==> config.mk <==
export PLATFORM = sky130hd
export DESIGN_NAME = mem_port_arbiter
export DESIGN_NICKNAME = d
export VERILOG_FILES = /design/src/rtl/mem_port_arbiter.sv
export SDC_FILE = /design/constraint.sdc
export NUM_CORES = 1
export LEC_CHECK = 0
export CAP_MARGIN = 40
export CORE_AREA = 5 5 154 97
export CTS_CLUSTER_DIAMETER = 50
export DETAILED_ROUTE_END_ITERATION = 6
export DIE_AREA = 0 0 159 102
export GPL_ROUTABILITY_DRIVEN = 0
export GPL_TIMING_DRIVEN = 0
export PLACE_DENSITY_LB_ADDON = 0.3
export SYNTH_ARGS = -nofsm -noshare
export SYNTH_HDL_FRONTEND = slang
export SYNTH_SLANG_ARGS = --single-unit
==> constraint.sdc <==
create_clock -name i_clk -period 8.2 [get_ports i_clk]
set_input_delay 1.64 -clock i_clk [delete_from_list [all_inputs] [get_ports i_clk]]
set_output_delay 1.64 -clock i_clk [all_outputs]
set_load 0.05 [all_outputs]
==> src/rtl/mem_port_arbiter.sv <==
// Arbitrates instruction-fetch and load/store requests onto one variable-latency memory port.
// Optional watchdog abort is built when ARB_TIMEOUT_EN is defined.
module mem_port_arbiter #(
  parameter int STARVE_LIMIT = 4,
  parameter int TIMEOUT      = 16
) (
  input  logic        i_clk,
  input  logic        i_rst,
  input  logic        i_if_req,
  input  logic [31:0] i_if_addr,
  output logic [31:0] o_if_rdata,
  output logic        o_if_valid,
  input  logic        i_d_rd_en,
  input  logic        i_d_wr_en,
  input  logic [31:0] i_d_addr,
  input  logic [31:0] i_d_wdata,
  input  logic [2:0]  i_d_type,
  output logic [31:0] o_d_rdata,
  output logic        o_d_valid,
  output logic        o_cpu_stall,
  output logic        o_mem_req,
  output logic        o_mem_we,
  output logic [31:0] o_mem_addr,
  output logic [31:0] o_mem_wdata,
  output logic [2:0]  o_mem_type,
  input  logic        i_mem_ack,
  input  logic [31:0] i_mem_rdata,
  output logic        o_bus_err
);

  typedef enum logic [1:0] {
    ST_IDLE  = 2'd0,
    ST_FETCH = 2'd1,
    ST_DATA  = 2'd2
  } state_t;

  localparam logic [3:0] LP_STARVE = 4'(STARVE_LIMIT);

  generate
    if (STARVE_LIMIT < 1 || STARVE_LIMIT > 15 || TIMEOUT < 2 || TIMEOUT > 255) begin : g_bad_cfg
      $error("mem_port_arbiter: STARVE_LIMIT or TIMEOUT out of range");
    end
  endgenerate

  state_t      r_state;
  logic [3:0]  r_fetch_wait;
  logic [31:0] r_if_rdata;
  logic        r_if_valid;
  logic [31:0] r_d_rdata;
  logic        r_d_valid;
  logic        r_mem_req;
  logic        r_mem_we;
  logic [31:0] r_mem_addr;
  logic [31:0] r_mem_wdata;
  logic [2:0]  r_mem_type;
  logic        r_bus_err;

  logic        w_d_pend;
  logic        w_data_win;
  logic [3:0]  w_fw_inc;
  logic        w_tmo;

  assign w_d_pend   = i_d_rd_en | i_d_wr_en;
  // A saturated counter with no fetch waiting must not lock out data.
  assign w_data_win = w_d_pend & ((r_fetch_wait < LP_STARVE) | ~i_if_req);
  assign w_fw_inc   = (i_if_req && (r_fetch_wait != 4'hF)) ? (r_fetch_wait + 4'd1) : r_fetch_wait;

`ifdef ARB_TIMEOUT_EN
  localparam logic [7:0] LP_TMO_LAST = 8'(TIMEOUT - 1);
  logic [7:0] r_tmo_cnt;

  assign w_tmo = (r_tmo_cnt == LP_TMO_LAST);

  // Watchdog: counts busy cycles since the last grant.
  always_ff @(posedge i_clk or posedge i_rst) begin
    if (i_rst) begin
      r_tmo_cnt <= 8'd0;
    end else if (r_state == ST_IDLE) begin
      r_tmo_cnt <= 8'd0;
    end else begin
      r_tmo_cnt <= r_tmo_cnt + 8'd1;
    end
  end
`else
  assign w_tmo = 1'b0;
`endif

  // Arbitration FSM with registered memory-side and requester-side outputs.
  always_ff @(posedge i_clk or posedge i_rst) begin
    if (i_rst) begin
      r_state      <= ST_IDLE;
      r_fetch_wait <= 4'd0;
      r_if_rdata   <= 32'd0;
      r_if_valid   <= 1'b0;
      r_d_rdata    <= 32'd0;
      r_d_valid    <= 1'b0;
      r_mem_req    <= 1'b0;
      r_mem_we     <= 1'b0;
      r_mem_addr   <= 32'd0;
      r_mem_wdata  <= 32'd0;
      r_mem_type   <= 3'd0;
      r_bus_err    <= 1'b0;
    end else begin
      r_if_valid <= 1'b0;
      r_d_valid  <= 1'b0;
      r_bus_err  <= 1'b0;
      case (r_state)
        ST_IDLE: begin
          if (w_data_win) begin
            r_state      <= ST_DATA;
            r_fetch_wait <= w_fw_inc;
            r_mem_req    <= 1'b1;
            r_mem_we     <= i_d_wr_en;
            r_mem_addr   <= i_d_addr;
            r_mem_wdata  <= i_d_wdata;
            r_mem_type   <= i_d_type;
          end else if (i_if_req) begin
            r_state      <= ST_FETCH;
            r_fetch_wait <= 4'd0;
            r_mem_req    <= 1'b1;
            r_mem_we     <= 1'b0;
            r_mem_addr   <= i_if_addr;
            r_mem_wdata  <= 32'd0;
            r_mem_type   <= 3'b010;
          end else begin
            r_state <= ST_IDLE;
          end
        end
        ST_FETCH, ST_DATA: begin
          if (i_mem_ack || w_tmo) begin
            r_state     <= ST_IDLE;
            r_mem_req   <= 1'b0;
            r_mem_we    <= 1'b0;
            r_mem_addr  <= 32'd0;
            r_mem_wdata <= 32'd0;
            r_mem_type  <= 3'd0;
            r_bus_err   <= ~i_mem_ack;
            if (r_state == ST_FETCH) begin
              r_if_valid <= 1'b1;
              if (i_mem_ack) begin
                r_if_rdata <= i_mem_rdata;
              end else begin
                r_if_rdata <= r_if_rdata;
              end
            end else begin
              r_d_valid <= 1'b1;
              if (i_mem_ack && !r_mem_we) begin
                r_d_rdata <= i_mem_rdata;
              end else begin
                r_d_rdata <= r_d_rdata;
              end
            end
          end else begin
            r_state <= r_state;
          end
        end
        default: begin
          r_state   <= ST_IDLE;
          r_mem_req <= 1'b0;
        end
      endcase
    end
  end

  assign o_if_rdata  = r_if_rdata;
  assign o_if_valid  = r_if_valid;
  assign o_d_rdata   = r_d_rdata;
  assign o_d_valid   = r_d_valid;
  assign o_mem_req   = r_mem_req;
  assign o_mem_we    = r_mem_we;
  assign o_mem_addr  = r_mem_addr;
  assign o_mem_wdata = r_mem_wdata;
  assign o_mem_type  = r_mem_type;
  assign o_bus_err   = r_bus_err;
  assign o_cpu_stall = ~i_rst & ((i_if_req & ~r_if_valid) | (w_d_pend & ~r_d_valid));

endmodule

==> results of run 1 <==
[worst max-delay path: stages]
cell and delay, ns:
clkdlybuf4s50_1 0.47, inv_6 0.39, buf_16 0.40, and2_1 0.19, clkdlybuf4s50_1 0.83
[cell families after synthesis]
family | Yosys count | synth area share
adder cells (fa/ha/maj) | 3 | 0.00639
buffers and inverters | 48 | 0.0464
multiplexers | 65 | 0.124
other | 1 | 0.000638
flip-flops | 141 | 0.600
AO/OA/AOI/OAI | 111 | 0.134
AND/OR/NAND/NOR | 90 | 0.0883
[metrics by stage]
step	area [sq um]	worst slack (ns)	instances	total power, mW
floorplan	5880	1.29	459	2.86
global placement	8820	-0.661	906	3.70
detailed placement	8850	2.51	907	3.76
CTS	9460	2.50	939	4.56
global route	9460	2.37	939	4.75
finish	9460	2.60	939	4.53
[flip-flops by register name, indices dropped and copies added, names as in the netlist]
| signal | cells |
|---|---|
| o_mem_wdata | 32 |
| o_mem_addr | 32 |
| o_mem_type | 3 |
| o_if_rdata | 32 |
| o_mem_we | 1 |
| o_mem_req | 1 |
| r_fetch_wait | 4 |
| o_if_valid | 1 |
| o_d_rdata | 32 |
| r_state | 2 |
| o_d_valid | 1 |
[per-layer routing]
layer | up-vias | GRT usage | share of wire
met5 | - | 0 | 0
met3 | 23 | 0.0786 | 0.095
met2 | 281 | 0.375 | 0.48
li1 | 2304 | - | -
met1 | 2492 | 0.292 | 0.41
met4 | 0 | 0.0629 | 0.016
[synth_stat cells, types with 3 or more instances]
| library cell | instances |
|---|---|
| dfrtp_1 | 141 |
| mux2_2 | 58 |
| o21ai_0 | 35 |
| a22o_1 | 34 |
| nand3_1 | 34 |
| nand4_1 | 32 |
| o211ai_1 | 32 |
| clkbuf_1 | 16 |
| buf_2 | 14 |
| buf_6 | 8 |
| nand2_1 | 7 |
| mux2_1 | 6 |
| inv_1 | 5 |
| buf_4 | 4 |
| ha_1 | 3 |
[worst paths after layout]
check	start	endpoint	cells after the start	slack (ns)
min in group asynchronous	i_rst	o_if_rdata[13]$_DFFE_PP0P_	2	1.67
setup / recovery	i_rst	o_cpu_stall	5	2.60
hold reg to reg	o_mem_req$_DFFE_PP0P_	o_mem_req$_DFFE_PP0P_	1	0.49
setup reg to reg	r_state[0]$_DFFE_PP0P_	o_mem_addr[11]$_DFFE_PP0P_	7	6.09
max in group asynchronous	i_rst	o_if_rdata[0]$_DFFE_PP0P_	3	5.72
hold / removal	o_mem_req$_DFFE_PP0P_	o_mem_req$_DFFE_PP0P_	1	0.49
[cell type report]
class / instances / area share
plain buffers: 43 / 0.0268
clock buffers: 20 / 0.0472
clock inverters: 12 / 0.0169
inverters: 5 / 0.00251
multi-input cells: 270 / 0.220
flip-flops and latches: 141 / 0.373
well taps: 175 / 0.0231
repair buffers: 273 / 0.291
[power by group through the flow]
stage | Combinational, mW | Sequential, mW | Clock (mW)
3_5_place_dp | 2.59 | 1.18 | 0
5_1_grt | 2.71 | 1.21 | 0.835
2_1_floorplan | 0.674 | 2.18 | 0
3_3_place_gp | 2.54 | 1.16 | 0
4_1_cts | 2.59 | 1.17 | 0.801
6_report | 2.58 | 1.17 | 0.787
==> flow_summary.yaml, run 1 <==
logic_synthesis:
  synth.cell_area_sq_um: 5880
  synth_top_cell_by_area: "dfrtp_1"
  synth_seq_area_share: 0.600
  post_syn_instances: 459
  average_footprint_of_a_synthesized_cell_sq_um: 12.8
  post-synth-top-area-fraction: 0.600
  ys_types: 41
  synth_async_sr_flop_share: 1.00
  top_flip_flop_cell_by_instance_count_after_synthesis: "dfrtp_1"
  synth_nets: 599
  count_of_flip_flops_with_a_built_in_enable_after_synthesis: 0
  postSynthRegisterBits: 141
  post_synth_main_area_contributors: "dfrtp_1 60%, mux2_2 11%, a22o_1 5.1%, o211ai_1 4.1%, nand4_1 3.4%"
  total_of_warnings_raised_by_yosys: 0
clocking:
  clock_tree_from_tritoncts: "yes"
  post_cts_resize_count: 0
  insertion_delay_ns: 0.40
  cts-buffers-inserted: 17
  clkSinkCount: 141
  cts_post_setup_buffers_inserted: 0
  clock_tree.buffer_depth: 2
  clk_pin_slew_ns: 0.05
  ctsHoldBuffers: 0
  ctsHtreeMaxLevel: 4
  clock-root-buffer: "clkbuf_16"
power_and_ir_drop:
  internal_power_mw: 2.43
  worst_ir_drop_on_vdd_mv: 0.262
  static-leakage-power_nw: 3.94
  power.net_switching_mw: 2.10
  p_comb_frac: 0.569
  pwr-share-seq: 0.258
  p_sw_frac: 0.464
  power.density_nw_per_um2: 479
  power.clock.fraction: 0.174
layout:
  number_of_antenna_diodes: 0
  fin_util: 0.709
  final_nets: 891
  multiInputGateArea_sq_um: 2080
  layout-drive-gt1-share: 0.154
  layout_common_cells: "272 x clkdlybuf4s50_1, 141 x dfrtp_1, 58 x mux2_2"
  area_growth_syn_to_layout_pct: 60.9
  ff_latch_area_sq_um: 3530
  num-fill-cells: 919
  final_common_cell: "clkdlybuf4s50_1"
die:
  die-area_sq_um: 16200
  die-width_microns: 159
  starting_density: 0.441
  number_of_placement_rows: 33
  top_level_i_o_count: 274
  chipHeight_microns: 102
  core_area_sq_um: 13300
timing:
  slew_headroom: 0.593
  hold_viol: 0
  setup_viol_count_final: 0
  worstMarginPinSlew_ns: 0.593
  peak_freq_mhz: 179
  finalHoldWorstSlack_ns: 0.487
  setup_tns_ns: 0
  report.final.slew_viol_count: 0
  post-route-period-util: 0.682
  finalClockSkew_ns: 0.0143
  post-route-min-period_ns: 5.60
  setup_repair_after_global_routing_missed_its_margin: "false"
critical_path:
  critPathRequiredTime_ns: 6.56
  worst-endpoint-arrival_ns: 3.96
  crit_type: "in2out"
  critPathLaunchType: "primary input"
  worst_setup_path_end_kind: "primary output"
  critical_path_peak_fanout: 90
outcome:
  outcome: "finished, final reports clean"
global_route:
  overflow: 0
  first_global_vias: 5330
  grt_antenna_before_repair: 0
  grt_usage: 0.228
  grt_first_pass_wirelength_microns: 29600
  grt_max_degree: 91
drt:
  detailedRoute.firstIterationViolations: 279
  num_vias: 5100
  drc: 0
  detailedRoute.firstPassIterationCount: 5
  routedWlPerCell_microns: 19.7
  viasPerCell: 5.43
  wirelength_microns: 18500
  post_drt_antenna_nets: 0
placement:
  dp.final_hpwl_microns: 14000
  port_buffers: 272
hold_path:
  classification_of_the_worst_slack_hold_path: "reg2reg"
job:
  drv.max_cap_violation_count: 0
No activity file was read; power rests on OpenSTA's default activity.
==> inputs of run 2 (changes only) <==
--- a/config.mk
+++ b/config.mk
@@ -6,10 +6,10 @@
 export NUM_CORES = 1
 export LEC_CHECK = 0
 export CAP_MARGIN = 40
-export CORE_AREA = 5 5 154 97
+export CORE_AREA = 5 5 169 106
 export CTS_CLUSTER_DIAMETER = 50
 export DETAILED_ROUTE_END_ITERATION = 6
-export DIE_AREA = 0 0 159 102
+export DIE_AREA = 0 0 174 111
 export GPL_ROUTABILITY_DRIVEN = 0
 export GPL_TIMING_DRIVEN = 0
 export PLACE_DENSITY_LB_ADDON = 0.3
==> constraint.sdc (replaced) <==
create_clock -name i_clk -period 5.05 [get_ports i_clk]
set_input_delay 1.01 -clock i_clk [delete_from_list [all_inputs] [get_ports i_clk]]
set_output_delay 1.01 -clock i_clk [all_outputs]
set_load 0.05 [all_outputs]
==> run 2 against run 1 <==
Clock power up 56%. Worst setup slack got worse by 1.9 ns. Die area is 19% higher. Via count up 0.39%. Count of clock-buffer cells in the layout shrank 2. Flip-flop and latch count did not move. Largest power group unchanged.
==> flow_summary.yaml, run 2 (synthesis results as in run 1) <==
outcome:
  outcome: "finished, final reports clean"
placement:
  dp.final_hpwl_microns: 14600
  post-place-ws_ns: 0.599
  dpl_cell_area_sq_um: 8950
  placedCellCount: 944
  port_buffers: 272
critical_path:
  critPathRequiredTime_ns: 4.04
  critical_path_cell_count: 6
  crit_type: "in2out"
  r2r_slack_ns: 2.92
  rr_startpoint: "r_state[0]$_DFFE_PP0P_"
  setup.worst_path.start: "i_rst"
  crit_slowest_cell: "clkdlybuf4s50_1"
  cp_cell_sequence: "clkdlybuf4s50_1 -> clkinvlp_4 -> buf_16 -> buf_12 -> and2_1 -> clkdlybuf4s50_1"
  worst-endpoint-arrival_ns: 3.38
  timing.critical_path.max_delay_family: "buffers and inverters"
  rr_worst_depth: 6
  worst_setup_path_end_kind: "primary output"
  timing.critical_path.mode_cell: "clkdlybuf4s50_1"
  timing.critical_path.to: "o_cpu_stall"
  rr_endpoint: "o_mem_addr[2]$_DFFE_PP0P_"
  critical_path_peak_fanout: 35
  critical_path_buf_inv_count: 5
  critPathLaunchType: "primary input"
  slowest_delay_ns: 0.72
timing:
  report.final.slew_viol_count: 0
  final_critical_path_setup_slack_ns: 0.659
  setup_repair_after_global_routing_missed_its_margin: "false"
  finalClockSkew_ns: 0.00862
  post-route-period-util: 0.869
  slew_headroom: 0.568
  peak_freq_mhz: 228
  finalHoldWorstSlack_ns: 0.489
  setup_viol_count_final: 0
  setup_tns_ns: 0
  post-route-min-period_ns: 4.39
  hold_viol: 0
  worstMarginPinSlew_ns: 0.629
clocking:
  ctsHtreeMaxLevel: 4
  clock_tree_from_tritoncts: "yes"
  insertion_delay_ns: 0.41
  post_cts_resize_count: 0
  clk_pin_slew_ns: 0.07
  cts_post_setup_buffers_inserted: 0
  clock_tree.buffer_depth: 2
  cts-buffers-inserted: 17
  clock-root-buffer: "clkbuf_16"
  clkSinkCount: 141
  ctsHoldBuffers: 0
layout:
  num-fill-cells: 1281
  fin_util: 0.595
  postLayoutCellArea_sq_um: 9540
  area_growth_syn_to_layout_pct: 62.3
  number_of_antenna_diodes: 0
  final_cells: 976
  final_nets: 894
  final_common_cell: "clkdlybuf4s50_1"
  layout-drive-gt1-share: 0.160
  layout_common_cells: "272 x clkdlybuf4s50_1, 141 x dfrtp_1, 58 x mux2_2"
die:
  starting_density: 0.367
  chipHeight_microns: 111
  die-area_sq_um: 19300
  number_of_placement_rows: 36
  die-width_microns: 174
  core_area_sq_um: 16000
  top_level_i_o_count: 274
drt:
  routed.top_layer: "met4"
  viasPerCell: 5.25
  dr_wl_met2_microns: 8940
  post_drt_antenna_nets: 0
  num_vias: 5120
  met3_wirelength_microns: 1610
  routedWlPerCell_microns: 19.4
  met1_length_microns: 8120
  drc: 0
  detailedRoute.firstPassIterationCount: 4
  detailedRoute.firstIterationViolations: 252
  wirelength_microns: 18900
global_route:
  grt_first_pass_wirelength_microns: 30100
  grt_max_degree: 40
  overflow: 0
  grt_usage: 0.195
  grt_antenna_before_repair: 0
  first_global_vias: 5352
power_and_ir_drop:
  worst_ir_drop_on_vdd_mv: 0.429
  power.density_nw_per_um2: 769
  static-leakage-power_nw: 3.97
  fin_total_pwr_mw: 7.34
hold_path:
  worst_hold_startpoint: "o_d_rdata[19]$_DFFE_PP0P_"
  classification_of_the_worst_slack_hold_path: "reg2reg"
job:
  drv.max_cap_violation_count: 0
## run 2: worst min path at each step
stage	endpoint	depth (start not counted)
6_report	o_d_rdata[19]$_DFFE_PP0P_	1
2_1_floorplan	r_state[1]$_DFFE_PP0P_	2
3_3_place_gp	o_d_rdata[1]$_DFFE_PP0P_	1
4_1_cts	o_d_rdata[1]$_DFFE_PP0P_	1
3_5_place_dp	o_d_rdata[2]$_DFFE_PP0P_	1
5_1_grt	o_mem_type[1]$_DFFE_PP0P_	1
## run 2: where the power goes
group          internal, mW  switching, mW
Combinational          1.52           2.69
Clock                 0.710          0.518
Sequential             1.63          0.263
## run 2: final cells by class
type | count | area [sq um] | area share
plain buffers | 43 | 254 | 0.0266
clock inverters | 14 | 148 | 0.0155
clock buffers | 18 | 439 | 0.0460
repair buffers | 276 | 2810 | 0.295
flip-flops and latches | 141 | 3530 | 0.370
inverters | 5 | 22.5 | 0.00236
well taps | 209 | 262 | 0.0274
multi-input cells | 270 | 2080 | 0.218
## run 2: routing by layer
metal  vias up  track usage
met5         -            0
met4         0       0.0496
met2       244        0.308
met3        16       0.0712
li1       2319            -
met1      2541        0.255
==> inputs of run 3 (changes only) <==
--- a/config.mk
+++ b/config.mk
@@ -5,7 +5,6 @@
 export SDC_FILE = /design/constraint.sdc
 export NUM_CORES = 1
 export LEC_CHECK = 0
-export CAP_MARGIN = 40
 export CORE_AREA = 5 5 169 106
 export CTS_CLUSTER_DIAMETER = 50
 export DETAILED_ROUTE_END_ITERATION = 6
@@ -13,6 +12,7 @@
 export GPL_ROUTABILITY_DRIVEN = 0
 export GPL_TIMING_DRIVEN = 0
 export PLACE_DENSITY_LB_ADDON = 0.3
+export REMOVE_ABC_BUFFERS = 1
 export SYNTH_ARGS = -nofsm -noshare
 export SYNTH_HDL_FRONTEND = slang
 export SYNTH_SLANG_ARGS = --single-unit
==> run 3 against run 2 <==
Power down 2.2%. Clock power shrank 5%. Utilization down 1.3 points. Largest cell class unchanged. Critical endpoint unchanged. Sequential power about the same. Clock skew is 0.0032 ns higher. Cell area is 2.2% lower. Count of clock-buffer cells in the layout unchanged.
==> flow_summary.yaml, run 3 (synthesis results as in run 1) <==
global_route:
  grt_first_pass_wirelength_microns: 29400
  grt_usage: 0.188
  first_global_vias: 5179
  grt_antenna_before_repair: 0
  grt_max_degree: 81
  overflow: 0
critical_path:
  crit_type: "in2out"
  worst_setup_path_end_kind: "primary output"
  slowest_delay_ns: 0.81
  timing.critical_path.mode_cell: "clkdlybuf4s50_1"
  worst-endpoint-arrival_ns: 3.36
  critPathRequiredTime_ns: 4.04
  r2r_slack_ns: 1.88
  cp_cell_sequence: "clkdlybuf4s50_1 -> inv_6 -> buf_16 -> and2_1 -> clkdlybuf4s50_1"
  setup.worst_path.start: "i_rst"
  crit_slowest_cell: "clkdlybuf4s50_1"
  rr_startpoint: "r_state[0]$_DFFE_PP0P_"
  timing.critical_path.to: "o_cpu_stall"
  rr_endpoint: "o_mem_type[0]$_DFFE_PP0P_"
  rr_worst_depth: 5
  critPathLaunchType: "primary input"
  critical_path_peak_fanout: 80
die:
  chipHeight_microns: 111
  number_of_placement_rows: 36
  top_level_i_o_count: 274
  core_area_sq_um: 16000
  starting_density: 0.367
  die-width_microns: 174
  die-area_sq_um: 19300
drt:
  post_drt_antenna_nets: 0
  viasPerCell: 5.21
  wirelength_microns: 18400
  num_vias: 4867
  detailedRoute.firstIterationViolations: 284
  detailedRoute.firstPassIterationCount: 4
  drc: 0
  routedWlPerCell_microns: 19.6
power_and_ir_drop:
  worst_ir_drop_on_vdd_mv: 0.401
  power.density_nw_per_um2: 769
  fin_total_pwr_mw: 7.18
  static-leakage-power_nw: 3.84
clocking:
  ctsHtreeMaxLevel: 4
  clock_tree_from_tritoncts: "yes"
  clk_pin_slew_ns: 0.07
  clkSinkCount: 141
  cts_post_setup_buffers_inserted: 0
  ctsHoldBuffers: 0
  post_cts_resize_count: 0
  clock-root-buffer: "clkbuf_16"
  clock_tree.buffer_depth: 2
  cts-buffers-inserted: 17
  insertion_delay_ns: 0.41
timing:
  setup_viol_count_final: 0
  slew_headroom: 0.0954
  worstMarginPinSlew_ns: 1.36
  setup_repair_after_global_routing_missed_its_margin: "false"
  finalClockSkew_ns: 0.0118
  hold_viol: 0
  post-route-period-util: 0.864
  post-route-min-period_ns: 4.37
  report.final.slew_viol_count: 0
  finalHoldWorstSlack_ns: 0.483
  peak_freq_mhz: 229
layout:
  area_growth_syn_to_layout_pct: 58.7
  layout_common_cells: "272 x clkdlybuf4s50_1, 141 x dfrtp_1, 58 x mux2_2"
  num-fill-cells: 1289
  final_nets: 853
  layout-drive-gt1-share: 0.142
  number_of_antenna_diodes: 0
  final_common_cell: "clkdlybuf4s50_1"
outcome:
  outcome: "finished, final reports clean"
placement:
  dp.final_hpwl_microns: 13300
  port_buffers: 272
job:
  drv.max_cap_violation_count: 0
hold_path:
  classification_of_the_worst_slack_hold_path: "reg2reg"
## run 3: cell count changes in the layout (fill, tap and decap cells not counted), sizes merged
cell / delta
buf: -25
bufinv: -1
clkbuf: -16
clkinv: -1
clkinvlp: +2
## run 3: routing by layer
metal | global-route usage | vias to the layer above | wire (microns)
met4 | 0.0459 | 0 | 270
met2 | 0.305 | 201 | 8690
met5 | 0 | - | 0
li1 | - | 2227 | -
met1 | 0.243 | 2416 | 7860
met3 | 0.0665 | 23 | 1540
## run 3: final cells by class
type                            count  area [sq um]  share of cell area
Sequential cell                   141          3530               0.378
Timing Repair Buffer              278          2850               0.306
Multi-Input combinational cell    270          2110               0.226
Clock buffer                       18           429              0.0460
Tap cell                          209           262              0.0280
Clock inverter                     14           126              0.0135
Inverter                            5          23.8             0.00255
## run 3: how the worst min path moves through the flow
stage | cells after the start | end | slack, ns | startpoint
after floorplan | 2 | r_state[1]$_DFFE_PP0P_ | 0.45 | r_state[1]$_DFFE_PP0P_
final | 1 | o_d_rdata[19]$_DFFE_PP0P_ | 0.48 | o_d_rdata[19]$_DFFE_PP0P_
after detailed placement | 1 | o_d_rdata[1]$_DFFE_PP0P_ | 0.47 | o_d_rdata[1]$_DFFE_PP0P_
after global routing | 1 | o_d_rdata[19]$_DFFE_PP0P_ | 0.50 | o_d_rdata[19]$_DFFE_PP0P_
after CTS | 1 | o_d_rdata[1]$_DFFE_PP0P_ | 0.49 | o_d_rdata[1]$_DFFE_PP0P_
after global placement | 1 | o_d_rdata[1]$_DFFE_PP0P_ | 0.47 | o_d_rdata[1]$_DFFE_PP0P_
## run 3: power by group
part | internal [mW] | leakage [nW] | switching, mW
clock network | 0.646 | 0.261 | 0.526
logic | 1.47 | 1.80 | 2.65
registers | 1.63 | 1.77 | 0.255
total | 3.74 | 3.84 | 3.43
## run 3: per-stage QoR
stage               setup TNS [ns]  cell area [sq um]  instances   util  setup slack [ns]
finish                           0               9330        935  0.582             0.684
detailed placement               0               8780        903  0.547             0.593
CTS                              0               9330        935  0.582             0.596
global placement           -228.09               8610        897  0.537             -2.64
global route                     0               9330        935  0.582             0.479
floorplan                   -0.599               5630        416      -            -0.599
## run 3: critical path, delay by kind of cell
kind / cells / cell delay [ns]
simple gates: 1 / 0.19
buf+inv: 4 / 2.12
